**src/rtl/div_nr_seq_if.sv**
```systemverilog
// Request/response bundle for the sequential divider: operands and start in,
// ready/done handshake and registered results out.
interface div_nr_seq_if #(
    parameter int unsigned WIDTH = 16
);
    logic             start;
    logic             signed_mode;
    logic [WIDTH-1:0] dividend;
    logic [WIDTH-1:0] divisor;
    logic             ready;
    logic             done;
    logic [WIDTH-1:0] quotient;
    logic [WIDTH-1:0] remainder;
    logic             div_by_zero;
    logic             overflow;

    modport master (
        output start, signed_mode, dividend, divisor,
        input  ready, done, quotient, remainder, div_by_zero, overflow
    );

    modport slave (
        input  start, signed_mode, dividend, divisor,
        output ready, done, quotient, remainder, div_by_zero, overflow
    );
endinterface

```
**src/rtl/div_nr_seq.sv**
```systemverilog
// Parametrised non-restoring integer divider, one quotient bit per cycle,
// with a final remainder correction cycle and sign fix-up of both results.
module div_nr_seq #(
    parameter int unsigned WIDTH = 16
) (
    input  logic       clk,
    input  logic       rst,
    div_nr_seq_if.slave bus
);
    localparam int unsigned CW = $clog2(WIDTH + 1);
    localparam logic [WIDTH-1:0] MIN_VAL = {1'b1, {(WIDTH - 1){1'b0}}};

    typedef enum logic [1:0] {IDLE, CALC, FIX} state_e;

    state_e           state_q, state_d;
    logic [CW-1:0]    cnt_q, cnt_d;
    logic [WIDTH:0]   p_q, p_d;
    logic [WIDTH-1:0] q_q, q_d;
    logic [WIDTH-1:0] d_q, d_d;
    logic             qs_q, qs_d;
    logic             rs_q, rs_d;
    logic             ovp_q, ovp_d;
    logic [WIDTH-1:0] quot_q, quot_d;
    logic [WIDTH-1:0] rem_q, rem_d;
    logic             done_q, done_d;
    logic             dbz_q, dbz_d;
    logic             ovf_q, ovf_d;
    logic             ready_q, ready_d;

    logic             sa, sb;
    logic [WIDTH-1:0] mag_a, mag_b;
    logic [WIDTH:0]   p_sh, p_step, p_fix;

    always_ff @(posedge clk) begin
        if (rst) begin
            state_q <= IDLE;
            cnt_q   <= '0;
            p_q     <= '0;
            q_q     <= '0;
            d_q     <= '0;
            qs_q    <= 1'b0;
            rs_q    <= 1'b0;
            ovp_q   <= 1'b0;
            quot_q  <= '0;
            rem_q   <= '0;
            done_q  <= 1'b0;
            dbz_q   <= 1'b0;
            ovf_q   <= 1'b0;
            ready_q <= 1'b1;
        end else begin
            state_q <= state_d;
            cnt_q   <= cnt_d;
            p_q     <= p_d;
            q_q     <= q_d;
            d_q     <= d_d;
            qs_q    <= qs_d;
            rs_q    <= rs_d;
            ovp_q   <= ovp_d;
            quot_q  <= quot_d;
            rem_q   <= rem_d;
            done_q  <= done_d;
            dbz_q   <= dbz_d;
            ovf_q   <= ovf_d;
            ready_q <= ready_d;
        end
    end

    always_comb begin
        state_d = state_q;
        cnt_d   = cnt_q;
        p_d     = p_q;
        q_d     = q_q;
        d_d     = d_q;
        qs_d    = qs_q;
        rs_d    = rs_q;
        ovp_d   = ovp_q;
        quot_d  = quot_q;
        rem_d   = rem_q;
        done_d  = 1'b0;
        dbz_d   = dbz_q;
        ovf_d   = ovf_q;

        sa     = bus.signed_mode & bus.dividend[WIDTH-1];
        sb     = bus.signed_mode & bus.divisor[WIDTH-1];
        mag_a  = sa ? -bus.dividend : bus.dividend;
        mag_b  = sb ? -bus.divisor : bus.divisor;
        // Shift {P,Q} left, then add or subtract D depending on the old sign of P
        p_sh   = {p_q[WIDTH-1:0], q_q[WIDTH-1]};
        p_step = p_q[WIDTH] ? (p_sh + {1'b0, d_q}) : (p_sh - {1'b0, d_q});
        p_fix  = p_q[WIDTH] ? (p_q + {1'b0, d_q}) : p_q;

        case (state_q)
            IDLE: begin
                if (bus.start) begin
                    if (bus.divisor == '0) begin
                        quot_d = '1;
                        rem_d  = bus.dividend;
                        dbz_d  = 1'b1;
                        ovf_d  = 1'b0;
                        done_d = 1'b1;
                    end else begin
                        p_d     = '0;
                        q_d     = mag_a;
                        d_d     = mag_b;
                        qs_d    = sa ^ sb;
                        rs_d    = sa;
                        ovp_d   = bus.signed_mode && (bus.dividend == MIN_VAL) &&
                                  (bus.divisor == '1);
                        cnt_d   = '0;
                        state_d = CALC;
                    end
                end
            end
            CALC: begin
                p_d   = p_step;
                q_d   = {q_q[WIDTH-2:0], ~p_step[WIDTH]};
                cnt_d = cnt_q + CW'(1);
                if (cnt_q == CW'(WIDTH - 1)) state_d = FIX;
            end
            FIX: begin
                p_d     = p_fix;
                quot_d  = qs_q ? -q_q : q_q;
                rem_d   = rs_q ? -p_fix[WIDTH-1:0] : p_fix[WIDTH-1:0];
                dbz_d   = 1'b0;
                ovf_d   = ovp_q;
                done_d  = 1'b1;
                state_d = IDLE;
            end
            default: state_d = IDLE;
        endcase

        ready_d = (state_d == IDLE);
    end

    assign bus.ready       = ready_q;
    assign bus.done        = done_q;
    assign bus.quotient    = quot_q;
    assign bus.remainder   = rem_q;
    assign bus.div_by_zero = dbz_q;
    assign bus.overflow    = ovf_q;
endmodule

```
**src/flat_wrapper.sv**
```systemverilog
// flat-port wrapper written by rule: the top's interface ports become plain ports
module div_nr_seq_flat 
#(
    parameter int unsigned WIDTH = 16
)
  (clk, rst, bus_start, bus_signed_mode, bus_dividend, bus_divisor, bus_ready, bus_done, bus_quotient, bus_remainder, bus_div_by_zero, bus_overflow);
  div_nr_seq_if #(.WIDTH(WIDTH)) bus_i ();
  input  logic clk;
  input  logic rst;
  input wire logic [$bits(bus_i.start)-1:0] bus_start;
  input wire logic [$bits(bus_i.signed_mode)-1:0] bus_signed_mode;
  input wire logic [$bits(bus_i.dividend)-1:0] bus_dividend;
  input wire logic [$bits(bus_i.divisor)-1:0] bus_divisor;
  output wire logic [$bits(bus_i.ready)-1:0] bus_ready;
  output wire logic [$bits(bus_i.done)-1:0] bus_done;
  output wire logic [$bits(bus_i.quotient)-1:0] bus_quotient;
  output wire logic [$bits(bus_i.remainder)-1:0] bus_remainder;
  output wire logic [$bits(bus_i.div_by_zero)-1:0] bus_div_by_zero;
  output wire logic [$bits(bus_i.overflow)-1:0] bus_overflow;
  assign bus_i.start = bus_start;
  assign bus_i.signed_mode = bus_signed_mode;
  assign bus_i.dividend = bus_dividend;
  assign bus_i.divisor = bus_divisor;
  assign bus_ready = bus_i.ready;
  assign bus_done = bus_i.done;
  assign bus_quotient = bus_i.quotient;
  assign bus_remainder = bus_i.remainder;
  assign bus_div_by_zero = bus_i.div_by_zero;
  assign bus_overflow = bus_i.overflow;
  div_nr_seq #(.WIDTH(WIDTH)) u_core (.clk(clk), .rst(rst), .bus(bus_i));
endmodule
```
**config.mk**
```make
export PLATFORM = sky130hd
export DESIGN_NAME = div_nr_seq_flat
export DESIGN_NICKNAME = d
export VERILOG_FILES = /design/src/rtl/div_nr_seq_if.sv /design/src/rtl/div_nr_seq.sv /design/src/flat_wrapper.sv
export SDC_FILE = /design/constraint.sdc
export NUM_CORES = 1
export LEC_CHECK = 0
export BUFFER_PORTS_ARGS = -buffer_cell sky130_fd_sc_hd__buf_2
export CORE_ASPECT_RATIO = 0.75
export CORE_MARGIN = 10
export CORE_UTILIZATION = 43
export DETAILED_ROUTE_END_ITERATION = 8
export HOLD_SLACK_MARGIN = 0.1
export SLEW_MARGIN = 10
export SYNTH_ARGS = -nofsm -noshare
export SYNTH_HDL_FRONTEND = slang
export SYNTH_SLANG_ARGS = --single-unit
```
**constraint.sdc**
```tcl
create_clock -name clk -period 4.1 [get_ports clk]
set_input_delay 0.205 -clock clk [delete_from_list [all_inputs] [get_ports clk]]
set_output_delay 0.205 -clock clk [all_outputs]
set_load 0.02 [all_outputs]
```
==> summary.md <==
| Metric | Value |
|---|---|
| Status | finished, final reports clean |
| Drt first pass iters | 5 |
| Hold Path Depth | 3 |
| Vias in the first global route | 6623 |
| Root buffer cell | clkbuf_16 |
| Post-synthesis register bit count | between 90 and 100 |
| Post-synth cell types | 83 |
| GPL Wtd Cong | 0.919 |
| Count of flip-flops with a built-in enable after synthesis | 0 |
| Die W | approximately 170 um |
| Initial core utilization | between 40% and 50% |
| Final min period | roughly 3600 ps |
| Hold-fix buffers, CTS | 0 |
| CP Data Required Time | around 4300 ps |
| Syn Std Cell Area | approximately 7200 um2 |
| Share of post-route cells with drive strength above 1 | between 10% and 20% |
| Via count | slightly above 7000 |
| Die ar. | 22400 um2 |
| R2R cell count | 11 |
| Area delta synth->final | 12.1% |
| Global-route wire length before repair | roughly 37000 um |
| Worst reg2reg setup slack | ~540 ps |
| Setup TNS | 0 ps |
| Gr ovfl total | 0 |
| Register area share after synthesis | 26.3% |
| Highest Clock Rate | approximately 280 MHz |
| Top_reg_cell synth | dfxtp_1 |
| DP HPWL | around 18000 um |
| Clk_skew | 10.0 ps |
| Commonest cells after routing, fill and taps aside | nor2_1 (118), nand2_1 (106), dfxtp_1 (95) |
| Initial antenna violation count | 0 |
| Core area | between 15000 and 20000 um2 |
| Chip Height | around 130 um |
| Fin crit share | 86.8% |
| Worst Hold Class | in2reg |
| Mapped Cells | ~950 |
| PnR Total Power | about 0.0027 W |
| WS Path Type | reg2reg |
| RSZ-0062 raised after global routing | false |
| Ant diodes | 0 |
| DRC Markers | 0 |
| Worst Setup End Kind | flop |
| I/O pin total | 72 |
| Fin nets | 1088 |
| Clk Latency, worst-skew pair | 350 ps |
| Worst path arrival time | approximately 3800 ps |
| Clock transition at the registers of the reported paths | approximately 70 ps |
| Post-DR vias/cell | between 5 and 6 |
| Hold WS | 177 ps |
| Htree depth | 3 |
| Placed instance count | 1205 |
| Final std cells w/o fill | 1220 |
| Row count | 40 |
| Worst slew pin tran | roughly 940 ps |
| Leakage power | about 3.2 nW |
| Synth warn | 0 |
| Routed Antenna Nets | 0 |
| R2R Path End | u_core.bus.remainder[15] |
| Slew margin rel. | a little under two fifths |
| Crit start category | flop |
| Worst Setup EP | u_core.bus.remainder[15] |
| Total CTS buffers | 9 |
| R2r startpoint | u_core.d_q[0] |
| WL final | around 23000 um |
| Worst vdd ir | between 0.00015 and 0.0002 V |
| Max Buffers Root-to-Sink | 2 |
| CP Max Fanout | 6 |
| Starting DRT DRC Count | about 630 |
| Avg Inst Size Synth | 7.58 um2 |
| Synthesized Nets | just over 1000 |
| Fin. Hold Viols | 0 |
| Sink Count | between 90 and 100 |
| DR WL/cell | ~19 um |
| CTS tree | built |
| # resized after CTS | 0 |
| Largest net degree at the start of global routing | 48 |
| P per Cell Area | roughly 330 nW/um2 |
| Most common cell after layout, fill and taps aside | nor2_1 |
| Final Setup Violations | 0 |
| PortBufs | about 70 |
| Max Cap Viol | 0 |
| GRT Overall Usage | between 20% and 30% |
| Post-CTS Setup Repair Bufs | 0 |
| Worst Setup SP | u_core.d_q[0] |
| Max Slew Vio Count | 0 |
| Async S/R FF share, synth | 0% |
[how the worst min path moves through the flow]
stage                    startpoint             end  slack, ps
finish              bus_divisor[15]  u_core.d_q[15]        180
global route        bus_divisor[15]  u_core.d_q[15]        190
CTS                 bus_divisor[15]  u_core.d_q[15]        160
detailed placement     u_core.ovp_q    u_core.ovp_q        450
global placement       u_core.ovp_q    u_core.ovp_q        450
floorplan            bus_divisor[0]   u_core.d_q[0]        340
[synthesized netlist by cell type, types with 3 or more instances]
master	n	share of area, %
nor2_1	120	6.2
nand2_1	106	5.5
dfxtp_1	95	26
a21oi_1	94	6.5
xor2_1	50	6.1
o21ai_0	47	3.3
ha_1	44	7.6
a211oi_1	40	4.2
clkbuf_1	37	1.9
xnor2_1	35	4.2
inv_1	32	1.7
nor3_1	25	1.7
nand3_1	24	1.7
o211ai_1	11	1.1
or3_1	11	0.95
nand2b_1	10	0.87
o22ai_1	10	0.87
mux2i_1	9	1.2
nor4_1	9	0.78
o31ai_1	9	0.93
and3_1	8	0.69
nand4_1	8	0.69
nor2b_1	8	0.69
o21a_1	6	0.62
a31oi_1	5	0.43
nand3b_1	5	0.52
a21o_1	4	0.42
a221oi_1	4	0.48
o41ai_1	4	0.48
or4_1	4	0.42
a311oi_1	3	0.36
and2_1	3	0.26
clkbuf_8	3	0.57
nor3b_1	3	0.31
o2111a_1	3	0.47
o21ai_1	3	0.21
o31a_1	3	0.36
[sequential cells by signal (all words and copies together), names as in the netlist, 2 cells and up]
| signal | count |
|---|---|
| u_core.q_q | 16 |
| u_core.cnt_q | 5 |
| u_core.p_q | 17 |
| u_core.bus.quotient | 16 |
| u_core.d_q | 16 |
| u_core.bus.remainder | 16 |
| u_core.state_q | 2 |
[metal layers]
metal  track usage (%)  wire, um
met5                 0         0
met4              4.86       314
met3              7.03      2250
met2              26.5      8870
met1              30.0     11700
[power breakdown]
part           internal, W  leakage [nW]  switching (W)
Combinational     0.000253          2.23       0.000417
Sequential        0.000963         0.772      0.0000645
Clock             0.000599         0.166       0.000400
Total              0.00182          3.17       0.000882
[logic make-up after synthesis]
kind of cell	count (synthesis)	synth area share, %
muxes	10	1.40
adders and majority gates	46	8.17
xor gates and xnor gates	85	10.3
DFF	95	26.3
AOI/OAI and AO/OA	279	25.6
and+or+nand+nor	359	23.4
buffers and inverters	79	4.81
[cell type report]
type / instances / area, um2
Fill cell: 1600 / 8170
Clock inverter: 6 / 116
Sequential cell: 95 / 1900
Tap cell: 210 / 263
Timing Repair Buffer: 89 / 490
Multi-Input combinational cell: 779 / 4980
Inverter: 32 / 120
Clock buffer: 9 / 225
[through the flow]
| stage | cell area, um2 | setup slack, ps | util [%] |
|---|---|---|---|
| after floorplan | 7230 | 507 | - |
| after global placement | 7760 | 644 | 47.7 |
| after detailed placement | 7760 | 576 | 47.7 |
| after CTS | 8100 | 560 | 49.8 |
| after global routing | 8100 | 296 | 49.8 |
| final | 8100 | 543 | 49.8 |
[worst max-delay path: stages (launching register included)]
cell and delay (ps):
dfxtp_1 390, ha_1 270, fa_1 440, a211oi_2 300
o21ai_1 150, o2111a_1 290, or4_4 500, a31oi_4 250
nand4_2 150, o41ai_2 420, xnor2_1 170, o32ai_2 90
Note: power is estimated with default switching activity, not from simulation.
